$ cat src/rtl/seq_det_prog.sv
// Programmable serial sequence detector: compares the last N accepted bits against a
// runtime-loadable pattern, pulses det on a match and keeps a saturating match count.
module seq_det_prog #(
    parameter int           N       = 3,
    parameter logic [N-1:0] PATTERN = 3'b001,
    parameter bit           OVERLAP = 1'b1,
    parameter int           CNT_W   = 8
) (
    input  logic             clk,
    input  logic             rst,
    input  logic             inp,
    input  logic             in_valid,
    input  logic             pat_load,
    input  logic [N-1:0]     pat_in,
    input  logic             cnt_clr,
    output logic             det,
    output logic [CNT_W-1:0] det_cnt,
    output logic [N-1:0]     pat_cur
);

    localparam int             FW   = $clog2(N + 1);
    localparam logic [FW-1:0]  FULL = FW'(N);
    localparam logic [CNT_W-1:0] CNT_MAX = {CNT_W{1'b1}};

    logic [N-1:0]     hist_q, hist_d;
    logic [FW-1:0]    fill_q, fill_d;
    logic [N-1:0]     pat_q, pat_d;
    logic             det_q, det_d;
    logic [CNT_W-1:0] cnt_q, cnt_d;

    logic [N-1:0]  hist_shift;
    logic [FW-1:0] fill_inc;
    logic          match;

    always_comb begin
        // NOTE: every output of this block gets a default first so no path leaves a
        // signal unassigned, which would otherwise infer a latch.
        hist_d = hist_q;
        fill_d = fill_q;
        pat_d  = pat_q;
        det_d  = 1'b0;
        cnt_d  = cnt_q;

        hist_shift = {hist_q[N-2:0], inp};
        fill_inc   = (fill_q == FULL) ? FULL : fill_q + FW'(1);
        // The fill gate keeps reset zeros in hist from ever counting as received bits.
        match      = !pat_load && in_valid && (fill_inc == FULL) && (hist_shift == pat_q);

        if (pat_load) begin
            pat_d  = pat_in;
            hist_d = '0;
            fill_d = '0;
        end else if (in_valid) begin
            det_d = match;
            if (match && !OVERLAP) begin
                hist_d = '0;
                fill_d = '0;
            end else begin
                hist_d = hist_shift;
                fill_d = fill_inc;
            end
        end

        // Clear wins over a same-edge match; the match still pulses det.
        if (cnt_clr) begin
            cnt_d = '0;
        end else if (match && cnt_q != CNT_MAX) begin
            cnt_d = cnt_q + CNT_W'(1);
        end
    end

    always_ff @(posedge clk) begin
        // NOTE: sequential state uses non-blocking assignments so every flop samples
        // the pre-edge values, independent of statement order.
        if (rst) begin
            hist_q <= '0;
            fill_q <= '0;
            pat_q  <= PATTERN;
            det_q  <= 1'b0;
            cnt_q  <= '0;
        end else begin
            hist_q <= hist_d;
            fill_q <= fill_d;
            pat_q  <= pat_d;
            det_q  <= det_d;
            cnt_q  <= cnt_d;
        end
    end

    assign det     = det_q;
    assign det_cnt = cnt_q;
    assign pat_cur = pat_q;

endmodule

$ cat config.mk
export PLATFORM = sky130hd
export DESIGN_NAME = seq_det_prog
export DESIGN_NICKNAME = d
export VERILOG_FILES = /design/src/rtl/seq_det_prog.sv
export SDC_FILE = /design/constraint.sdc
export NUM_CORES = 1
export LEC_CHECK = 0
export ABC_AREA = 1
export CAP_MARGIN = 20
export CORE_MARGIN = 2
export CORE_UTILIZATION = 26
export DETAILED_ROUTE_END_ITERATION = 16
export HOLD_SLACK_MARGIN = 0.02
export PLACE_DENSITY = 0.51
export SYNTH_ARGS = -nofsm -noshare
export SYNTH_HDL_FRONTEND = slang
export SYNTH_SLANG_ARGS = --single-unit
export TNS_END_PERCENT = 10
$ cat constraint.sdc
create_clock -name clk -period 1.1 [get_ports clk]
set_input_delay 0.165 -clock clk [delete_from_list [all_inputs] [get_ports clk]]
set_output_delay 0.165 -clock clk [all_outputs]
set_load 0.02 [all_outputs]
## Word level (Yosys, flattened, before mapping)

Index checks and enable logic that the tools add are counted.

- Reduce and logical (&&, ||, !) cells: 8
- Equality and inequality tests: 4
- Bitwise gates (word level): 1
- Multiplexer cells: 1
- Add/subtract/negate cells: 2

Operator list:

| kind | number |
|---|---|
| 8-bit by 1-bit adder with 8-bit output, second input constant | 1 |
| 8-bit != test, second input constant | 1 |
| 2-bit == test, second input constant | 2 |
| 1-bit logical AND | 4 |
| 2-bit OR reduction | 2 |
| 3-bit == test | 1 |
| 3-bit OR reduction | 1 |
| 2-bit by 1-bit adder with 2-bit output, second input constant | 1 |
| 2-bit two-way mux | 1 |
| 1-bit logical NOT | 1 |
| 1-bit inverter | 1 |

- Logic and storage cells: 21
- Bits of input ports: 9
- Output and inout port bits: 12
- Register bits: 16

## Logic depth before layout (Yosys ltp)

Gate-level depths: netlist of run 1.

- Depth in word-level cells: 6
- Depth in mapped cells: 8
- Depth with buffers taken out: 8

## Worst setup path before layout of run 1

No wires, ideal clock.

- Path type: reg-to-reg
- Start: reg cnt_q[0], in the netlist det_cnt[0]
- End: reg cnt_q[3], in the netlist det_cnt[3]
- Path slack: -0.250 ns
- Required time: 1.030 ns
- Buffers on the path: 0
- Arrival time: 1.280 ns
- Library setup time: 0.070 ns
- Stages on the path, launching flop included: 8
- Clock period less this slack: 1.350 ns
- Cells stage by stage: dfxtp_1 -> ha_1 -> nand3_1 -> clkinv_1 -> nand2_1 -> nand3_2 -> nand2_1 -> a21oi_1

- Word-level cells in the longest chain between the ends: 2
- Elaborated cells on any way between the ends: 3
- Those cells by class: add/sub (1); eq/ne (1); reduce/logical (1)

RTL lines:

| item | RTL line | text |
|---|---|---|
| from (decl) | 29 | `logic [CNT_W-1:0] cnt_q, cnt_d;` |
| from (signal assigned) | 86 | `cnt_q <= cnt_d;` |
| branches (longest 2 deep; another with 8-bit by 1-bit adder with 8-bit output) | - |  |

Parallel ways; which one is timed is not known.
A chain may end at the register's enable or synchronous reset.

## Final worst setup path of run 1

- Start: reg cnt_q[0], in the netlist det_cnt[0]
- End: reg cnt_q[0], in the netlist det_cnt[0]

Same word-level chain as after synthesis.

==> qor.yml, run 1 <==
worst_setup_path:
  path_depth: 8
  critPathLaunchType: "flip-flop"
  critical_path.max_fanout: 8
  required_ns: 1.31
  crit_path_end: "det_cnt[0]$_SDFFE_PP0P_"
  timing.rr.end: "det_cnt[0]$_SDFFE_PP0P_"
  cp_slowest_cell: "dfxtp_4"
  critPathArrivalTime_ns: 1.45
  timing.critical_path.cells: "ha_4 > nand3_4 > clkinv_4 > nand2_4 > inv_4 > nor2_8 > nand2_1 > a21oi_2"
  crit_start: "det_cnt[0]$_SDFFE_PP0P_"
  reg2regPathDepth: 8
  ff2ff_setup_slack_ns: -0.13
  cpPeakStageDelay_ns: 0.38
  path_buf_inv: 2
  rr_startpoint: "det_cnt[0]$_SDFFE_PP0P_"
  critPathKind: "flip-flop to flip-flop"
  crit_path_end_kind: "flip-flop"
  cp_top_family: "simple AND/OR/NAND/NOR gates"
clock_network:
  root_buffer: "clkbuf_4"
  cts_made_buffers: 3
  clock_path_buffers: 2
  clk_pin_slew_ns: 0.10
  clk_latency_ns: 0.28
  cts_tree: "yes"
  htreeDepth: 1
  clock-sinks: 16
finish:
  final_common_cell: "nand2_1"
  design_area_mm2: 0.00126
  syn_to_final_growth_pct: 59.1
  final_cell_mix: "nand2_1 (32), buf_4 (17), a21oi_1 (12), nor2_1 (9), inv_1 (9)"
  drive_above_1_share: 0.405
  nets: 164
  antenna_cells: 0
logic_synthesis:
  synth_top_cell_area_share: 0.403
  ys_ff_latch: 16
  synth_area_um2: 795
  synth_area_leaders: "dfxtp_1 (40%), nand2_1 (17%), a21oi_1 (8.2%), inv_1 (5.2%), o21ai_0 (4.4%)"
  synth-seq-area-share: 0.403
  synth_nets: 121
  synth.largest_area_cell: "dfxtp_1"
  synth.distinct_cells: 17
  ys_warn_count: 0
  syn_inst: 111
  avgSynthCellArea_um2: 7.16
grt:
  grt_pass1_wl_um: 3020
  grt_usage: 0.111
  antenna_found_initial: 0
  first_global_vias: 719
  grt_overflow_total: 0
  grt_max_degree: 10
floorplanning:
  die_y_um: 59.3
  top_level_ports: 21
  rows: 20
  dieArea_mm2: 0.00351
  initial_core_util: 0.267
  dieWidth_um: 59.3
  core_area_mm2: 0.00298
sta:
  rsz0062_at_grt: "true"
  setup_viol: 8
  fmax_mhz: 810
  relSlewSlack: 0.811
  timing.final.crit_share: 1.12
  hold_violations: 0
  layout_setup_ws_ns: -0.134
  clock_skew_ns: 0.00278
  worst_pin_slew_ns: 0.284
  slew_violations: 0
  period_minus_slack_ns: 1.23
outcome:
  violations: "setup timing"
  status: "finished with violations"
place:
  place.gp.congestion: 0.793
  place_area_mm2: 0.00125
  port_buffers: 20
  pre_cts_ws_ns: -0.417
  dp_hpwl_um: 1460
power:
  p_per_area_mw_per_mm2: 834
  ir_drop_v: 0.000302
  fin_total_pwr_mw: 1.05
  p_leak_nw: 0.562
flow_run:
  max_cap_viol_count: 0
route:
  via_per_inst: 4.39
  first_iter_violations: 27
  via_count: 816
  firstDrtPassIters: 4
  drc: 0
  wire_per_inst_um: 10.1
  antenna_left: 0
  wirelength_um: 1870
worst_hold_path:
  hp-class: "primary input to flip-flop"
  worstHoldPathCells: 3
[metrics by stage]
step,TNS (ns),utilization,cells,hold WS (ns)
after global placement,-3.85,0.419,180,0.479
after global routing,-1.54,0.424,186,0.514
after CTS,-0.991,0.424,184,0.464
final,-0.907,0.424,186,0.474
after floorplan,-0.243,-,111,0.237
after detailed placement,-4.18,0.419,180,0.489
[timing repair]
item                                    4_1_cts  5_1_grt
endpoints found under the setup margin       20       13
buffers inserted                              0        2
pin swaps                                     2        2
hold buffers                                  0        0
resized for setup                            34        8
[report_power, final]
| group | total (mW) | internal, mW | switching, mW |
|---|---|---|---|
| Sequential | 0.595 | 0.585 | 0.00968 |
| Combinational | 0.146 | 0.0756 | 0.0700 |
| Clock | 0.314 | 0.131 | 0.183 |
[logic make-up (layout without fill, tap and decap cells)]
kind of cell | Yosys count | in the layout | synth area share
XOR/XNOR | 5 | 5 | 0.0551
buffers and inverters | 15 | 57 | 0.0709
AO/OA/AOI/OAI | 20 | 20 | 0.126
AND/OR/NAND/NOR | 54 | 54 | 0.329
adder cells (fa/ha/maj) | 1 | 1 | 0.0157
flip-flops | 16 | 16 | 0.403
[cell usage after synthesis]
| cell type | number |
|---|---|
| a21oi_1 | 13 |
| clkinv_1 | 1 |
| dfxtp_1 | 16 |
| ha_1 | 1 |
| inv_1 | 11 |
| inv_2 | 3 |
| nand2_1 | 35 |
| nand2_4 | 1 |
| nand3_1 | 3 |
| nand3_2 | 2 |
| nand3b_1 | 1 |
| nor2_1 | 9 |
| nor2_4 | 2 |
| nor2_8 | 1 |
| o21ai_0 | 7 |
| xnor2_1 | 2 |
| xor2_1 | 3 |
[state kept, by name, summed over array words and instances, names as in the netlist]
register / count
det: 1
pat_cur: 3
hist_q: 2
fill_q: 2
det_cnt: 8
[layer usage]
layer	vias to the layer above	GRT usage	part of all wire
li1	435	-	-
met1	369	0.152	0.49
met2	10	0.181	0.48
met3	2	0.0131	0.020
met4	0	0.0390	0.012
met5	-	0	0
[worst register-to-register path, delay by kind of cell (launching register included)]
family | cells | cell delay, ns
AOI/OAI and AO/OA | 1 | 0.12
adders and majority gates | 1 | 0.17
and+or+nand+nor | 4 | 0.40
DFF | 1 | 0.38
buffers and inverters | 2 | 0.10
[worst min path at each step]
stage,from,end
after detailed placement,pat_cur[2]$_SDFFE_PP0P_,pat_cur[2]$_SDFFE_PP0P_
after global routing,pat_in[1],pat_cur[1]$_SDFFE_PP0P_
after floorplan,rst,det$_SDFF_PP0_
after CTS,pat_in[0],pat_cur[0]$_SDFFE_PP1P_
after global placement,pat_cur[2]$_SDFFE_PP0P_,pat_cur[2]$_SDFFE_PP0P_
final,pat_in[0],pat_cur[0]$_SDFFE_PP1P_
[layout make-up]
cell class,instances,area [µm²]
Clock buffer,3,22.5
Clock inverter,1,3.75
Fill cell,313,1710
Inverter,15,63.8
Multi-Input combinational cell,80,467
Sequential cell,16,348
Tap cell,33,41.3
Timing Repair Buffer,38,318
Power figures use the tool's default switching activity.
==> inputs of run 2 (changes only) <==
CORE_MARGIN = unset   (was 2)
PLACE_DENSITY = 0.49   (was 0.51)
clock period = 1.3 ns   (was 1.1 ns; I/O delays follow)
==> run 2 against run 1 <==
  * The flow finishes with violations (DRC)
  * Power down 11%
  * Sequential share of layout area up 0.57 points
  * Setup slack better by 0.17 ns
  * Via count down 4.0%
  * Sequential cell count unchanged
  * Sequential power down 15%
  * Routed wire length down 14%
==> qor.yml, run 2 (synthesis results as in run 1) <==
floorplanning:
  dieArea_mm2: 0.00328
  rows: 19
  dieWidth_um: 57.3
  initial_core_util: 0.281
  die_y_um: 57.3
  top_level_ports: 21
  core_area_mm2: 0.00283
worst_setup_path:
  cpPeakStageDelay_ns: 0.34
  reg2regPathDepth: 8
  required_ns: 1.51
  cp_top_family: "simple AND/OR/NAND/NOR gates"
  cp_slowest_cell: "dfxtp_2"
  critPathArrivalTime_ns: 1.47
  critPathKind: "flip-flop to flip-flop"
  crit_path_end_kind: "flip-flop"
  path_buf_inv: 2
  rr_startpoint: "det_cnt[0]$_SDFFE_PP0P_"
  critPathLaunchType: "flip-flop"
  critical_path.max_fanout: 8
  timing.critical_path.cells: "ha_2 > nand3_2 > clkinv_1 > nand2_2 > inv_2 > nor2_8 > nand2_1 > a21oi_1"
  timing.rr.end: "det_cnt[7]$_SDFFE_PP0P_"
  ff2ff_setup_slack_ns: 0.04
worst_hold_path:
  worstHoldPathCells: 2
  min_to: "pat_cur[1]$_SDFFE_PP0P_"
  hp-start: "pat_cur[1]$_SDFFE_PP0P_"
  hp-class: "flip-flop to flip-flop"
sta:
  relSlewSlack: 0.812
  slew_violations: 0
  worst_pin_slew_ns: 0.281
  rsz0062_at_grt: "true"
  fin_setup_tns_ns: 0
  fmax_mhz: 793
  clock_skew_ns: 0.00851
  hold_slack_ns: 0.487
  hold_violations: 0
  timing.final.crit_share: 0.971
  setup_viol: 0
  period_minus_slack_ns: 1.26
  layout_setup_ws_ns: 0.0382
grt:
  grt_max_degree: 10
  antenna_found_initial: 0
  grt_overflow_total: 0
  first_global_vias: 713
  grt_usage: 0.111
  grt_pass1_wl_um: 2850
route:
  wirelength_um: 1610
  via_count: 783
  first_iter_violations: 27
  antenna_left: 0
  via_per_inst: 4.47
  drc: 4
  wire_per_inst_um: 9.22
  firstDrtPassIters: 10
place:
  place_inst: 171
  port_buffers: 20
  place.gp.congestion: 0.710
  pre_cts_ws_ns: -0.179
  dp_hpwl_um: 1280
finish:
  largest_reg_flops: 8
  final_cell_mix: "nand2_1 (34), dfxtp_1 (13), inv_1 (11), a21oi_1 (11), dlygate4sd2_1 (10)"
  nets: 155
  syn_to_final_growth_pct: 45.2
  multi_input_area_um2: 443
  seq_area_um2: 324
  antenna_cells: 0
  fillers: 299
  final_common_cell: "nand2_1"
  drive_above_1_share: 0.208
  fin_cells: 175
outcome:
  violations: "DRC"
  status: "finished with violations"
power:
  clockPowerShare: 0.345
  p_per_area_mw_per_mm2: 811
  fin_total_pwr_mw: 0.935
  p_int_mw: 0.720
  net-switching-power_mw: 0.215
  p_comb_frac: 0.111
  pwr-share-seq: 0.544
  ir_drop_v: 0.000397
  sw_frac_of_total: 0.230
  p_leak_nw: 0.527
clock_network:
  clk_pin_slew_ns: 0.10
  root_buffer: "clkbuf_4"
  clock-sinks: 16
  htreeDepth: 1
  ctsHoldBuffers: 0
  clock_path_buffers: 2
  clk_latency_ns: 0.28
  cts_made_buffers: 3
  cts_tree: "yes"
flow_run:
  max_cap_viol_count: 0
## run 2: changes by cell type in the layout (fill, tap and decap cells not counted), sizes merged
cell / change
buf: -14
clkbuf: -1
clkdlybuf4s15: -3
clkinv: -1
dlygate4sd2: +10
## run 2: layout make-up
class / count / area share
Inverter: 15 / 0.0488
Clock buffer: 4 / 0.0315
Multi-Input combinational cell: 80 / 0.384
Tap cell: 31 / 0.0336
Sequential cell: 16 / 0.281
Timing Repair Buffer: 29 / 0.221
## run 2: layer usage
| layer | global-route usage | wire (µm) | vias to the layer above |
|---|---|---|---|
| met2 | 0.187 | 766 | 19 |
| met1 | 0.132 | 743 | 345 |
| met4 | 0.0627 | 10 | 0 |
| li1 | - | - | 417 |
| met5 | 0 | 0 | - |
| met3 | 0.0227 | 92 | 2 |
## run 2: how the worst max path moves through the flow
stage | startpoint | to | slack, ns | depth (start not counted)
after floorplan | det_cnt[0]$_SDFFE_PP0P_ | det_cnt[0]$_SDFFE_PP0P_ | 0.008 | 8
after global placement | inp | det_cnt[6]$_SDFFE_PP0P_ | -0.18 | 9
after detailed placement | inp | det_cnt[0]$_SDFFE_PP0P_ | -0.18 | 9
after CTS | det_cnt[0]$_SDFFE_PP0P_ | det_cnt[6]$_SDFFE_PP0P_ | -0.01 | 7
after global routing | det_cnt[0]$_SDFFE_PP0P_ | det_cnt[1]$_SDFFE_PP0P_ | -0.05 | 8
final | det_cnt[0]$_SDFFE_PP0P_ | det_cnt[7]$_SDFFE_PP0P_ | 0.04 | 8
## run 2: power groups by stage
stage | combinational, mW | clock (mW) | sequential, mW
floorplan | 0.0424 | 0 | 0.527
global placement | 0.106 | 0 | 0.520
detailed placement | 0.107 | 0 | 0.520
CTS | 0.103 | 0.341 | 0.509
global route | 0.115 | 0.361 | 0.511
finish | 0.104 | 0.323 | 0.508
## run 2: worst reg2reg max path, delay by kind of cell, from the launching register on
| kind | cells | cell delay, ns |
|---|---|---|
| adder cells (fa/ha/maj) | 1 | 0.20 |
| flip-flops | 1 | 0.34 |
| buffers and inverters | 2 | 0.14 |
| AO/OA/AOI/OAI | 1 | 0.12 |
| AND/OR/NAND/NOR | 4 | 0.39 |
## run 2: repair_timing
item,CTS,global route
setup buffers,0,0
gates cloned,0,0
endpoints found under the setup margin,20,11
pin swaps,1,1
gates resized for setup,12,9
## run 2: metrics by stage
stage | utilization | instance area [µm²]
floorplan | - | 797
global placement | 0.390 | 1100
detailed placement | 0.390 | 1100
CTS | 0.398 | 1120
global route | 0.408 | 1150
finish | 0.408 | 1150
==> inputs of run 3 (changes only) <==
PLACE_DENSITY = 0.55   (was 0.49)
==> run 3 against run 2 <==
  * The flow still finishes with violations (DRC)
  * Count of clock-buffer cells in the layout is the same
  * Sequential cell count unchanged
  * Register-to-register slack hardly changed
  * Clock skew decreased by 0.0021 ns
  * Sequential share of layout area is 0.29 points higher
  * Highest routed layer is now met3
  * Design area up 0.11%
  * Largest power group unchanged
  * Worst hold slack got worse by 0.0059 ns
==> qor.yml, run 3 (synthesis results as in run 1) <==
grt:
  grt_pass1_wl_um: 3030
  first_global_vias: 745
  antenna_found_initial: 0
  grt_overflow_total: 0
  grt_max_degree: 10
  grt_usage: 0.119
sta:
  fmax_mhz: 798
  slew_violations: 0
  fin_setup_tns_ns: 0
  relSlewSlack: 0.803
  timing.final.crit_share: 0.964
  hold_violations: 0
  setup_viol: 0
  hold_slack_ns: 0.481
  period_minus_slack_ns: 1.25
  rsz0062_at_grt: "true"
  worst_pin_slew_ns: 0.295
  clock_skew_ns: 0.00638
finish:
  final_cell_mix: "nand2_1 (34), inv_1 (11), a21oi_1 (11), dfxtp_1 (10), buf_4 (10)"
  antenna_cells: 0
  final_common_cell: "nand2_1"
  fin_cells: 176
  largest_reg_flops: 8
  nets: 156
  syn_to_final_growth_pct: 45.4
  drive_above_1_share: 0.262
place:
  place.gp.congestion: 0.763
  place_inst: 172
  port_buffers: 20
  dp_hpwl_um: 1280
clock_network:
  cts_tree: "yes"
  root_buffer: "clkbuf_4"
  clock-sinks: 16
  htreeDepth: 1
  cts_setup_buffers: 0
  clk_latency_ns: 0.29
  cts_made_buffers: 3
  clk_pin_slew_ns: 0.10
  clock_path_buffers: 2
  ctsHoldBuffers: 0
power:
  ir_drop_v: 0.000581
  p_leak_nw: 0.518
  fin_total_pwr_mw: 0.951
  p_per_area_mw_per_mm2: 824
floorplanning:
  initial_core_util: 0.281
  top_level_ports: 21
  rows: 19
  die_y_um: 57.3
  dieWidth_um: 57.3
  dieArea_mm2: 0.00328
  core_area_mm2: 0.00283
route:
  drc: 2
  first_iter_violations: 17
  via_count: 779
  via_per_inst: 4.43
  wire_per_inst_um: 9.84
  firstDrtPassIters: 10
  wirelength_um: 1730
  antenna_left: 0
worst_setup_path:
  critical_path.max_fanout: 8
  critPathLaunchType: "flip-flop"
  crit_start: "det_cnt[0]$_SDFFE_PP0P_"
  rr_startpoint: "det_cnt[0]$_SDFFE_PP0P_"
  crit_path_end_kind: "flip-flop"
  critPathArrivalTime_ns: 1.44
  required_ns: 1.48
  critPathKind: "flip-flop to flip-flop"
worst_hold_path:
  hp-class: "flip-flop to flip-flop"
  hp-start: "hist_q[0]$_SDFFE_PP0P_"
flow_run:
  max_cap_viol_count: 0
outcome:
  violations: "DRC"
  status: "finished with violations"
-- run 3: changes by cell type in the layout (fill, tap and decap cells not counted) --
cell	before	now
nand3_2	2	3
nor2_1	9	8
dfxtp_1	13	10
clkdlybuf4s15_2	0	1
nand3_4	1	0
buf_4	9	10
dfxtp_2	3	6
nor2_2	0	1
dlygate4sd2_1	10	7
clkbuf_2	0	2
-- run 3: area by class of cell --
cell class / count / area (µm²)
clock buffer: 4 / 36.3
fill: 303 / 1670
inverter: 15 / 56.3
multi-input combinational: 80 / 438
sequential: 16 / 328
tap: 31 / 38.8
timing repair buffer: 30 / 258
-- run 3: per-layer routing --
metal	part of all wire	up-vias	GRT usage
met1	0.45	336	0.139
met3	0.060	0	0.0385
met5	0	-	0
met2	0.48	25	0.203
met4	0	0	0.0418
li1	-	418	-
-- run 3: path summary, 6_finish.rpt --
kind,to,slack (ns),cells past startpoint
max,det_cnt[5]$_SDFFE_PP0P_,0.05,7
min,hist_q[1]$_SDFFE_PP0P_,0.48,2
max reg2reg,det_cnt[5]$_SDFFE_PP0P_,0.05,7
min reg2reg,hist_q[1]$_SDFFE_PP0P_,0.48,2
-- run 3: critical path, cell delays in order (launching register included) --
cell and delay (ns):
dfxtp_2 0.34, ha_2 0.19, nand3_2 0.09, clkinv_1 0.07, nand2_2 0.08, nand3_2 0.18, nand2_1 0.14, a21oi_2 0.06
-- run 3: metrics by stage --
stage                      util  setup WS [ns]  cell area, µm²
after floorplan               -        0.00789             797
after global placement    0.393         -0.184            1110
after detailed placement  0.393         -0.174            1110
after CTS                 0.401      0.0000385            1130
after global routing      0.408        -0.0495            1150
final                     0.408         0.0464            1150
-- run 3: what timing repair did --
item,in CTS,in global routing
pin swaps,0,3
resized for setup,14,16
setup endpoints to repair,12,14
cloned,0,0
-- run 3: power breakdown --
| part | internal [mW] | total [mW] | switching [mW] |
|---|---|---|---|
| registers | 0.502 | 0.509 | 0.00787 |
| logic | 0.0509 | 0.104 | 0.0535 |
| clock network | 0.171 | 0.337 | 0.167 |
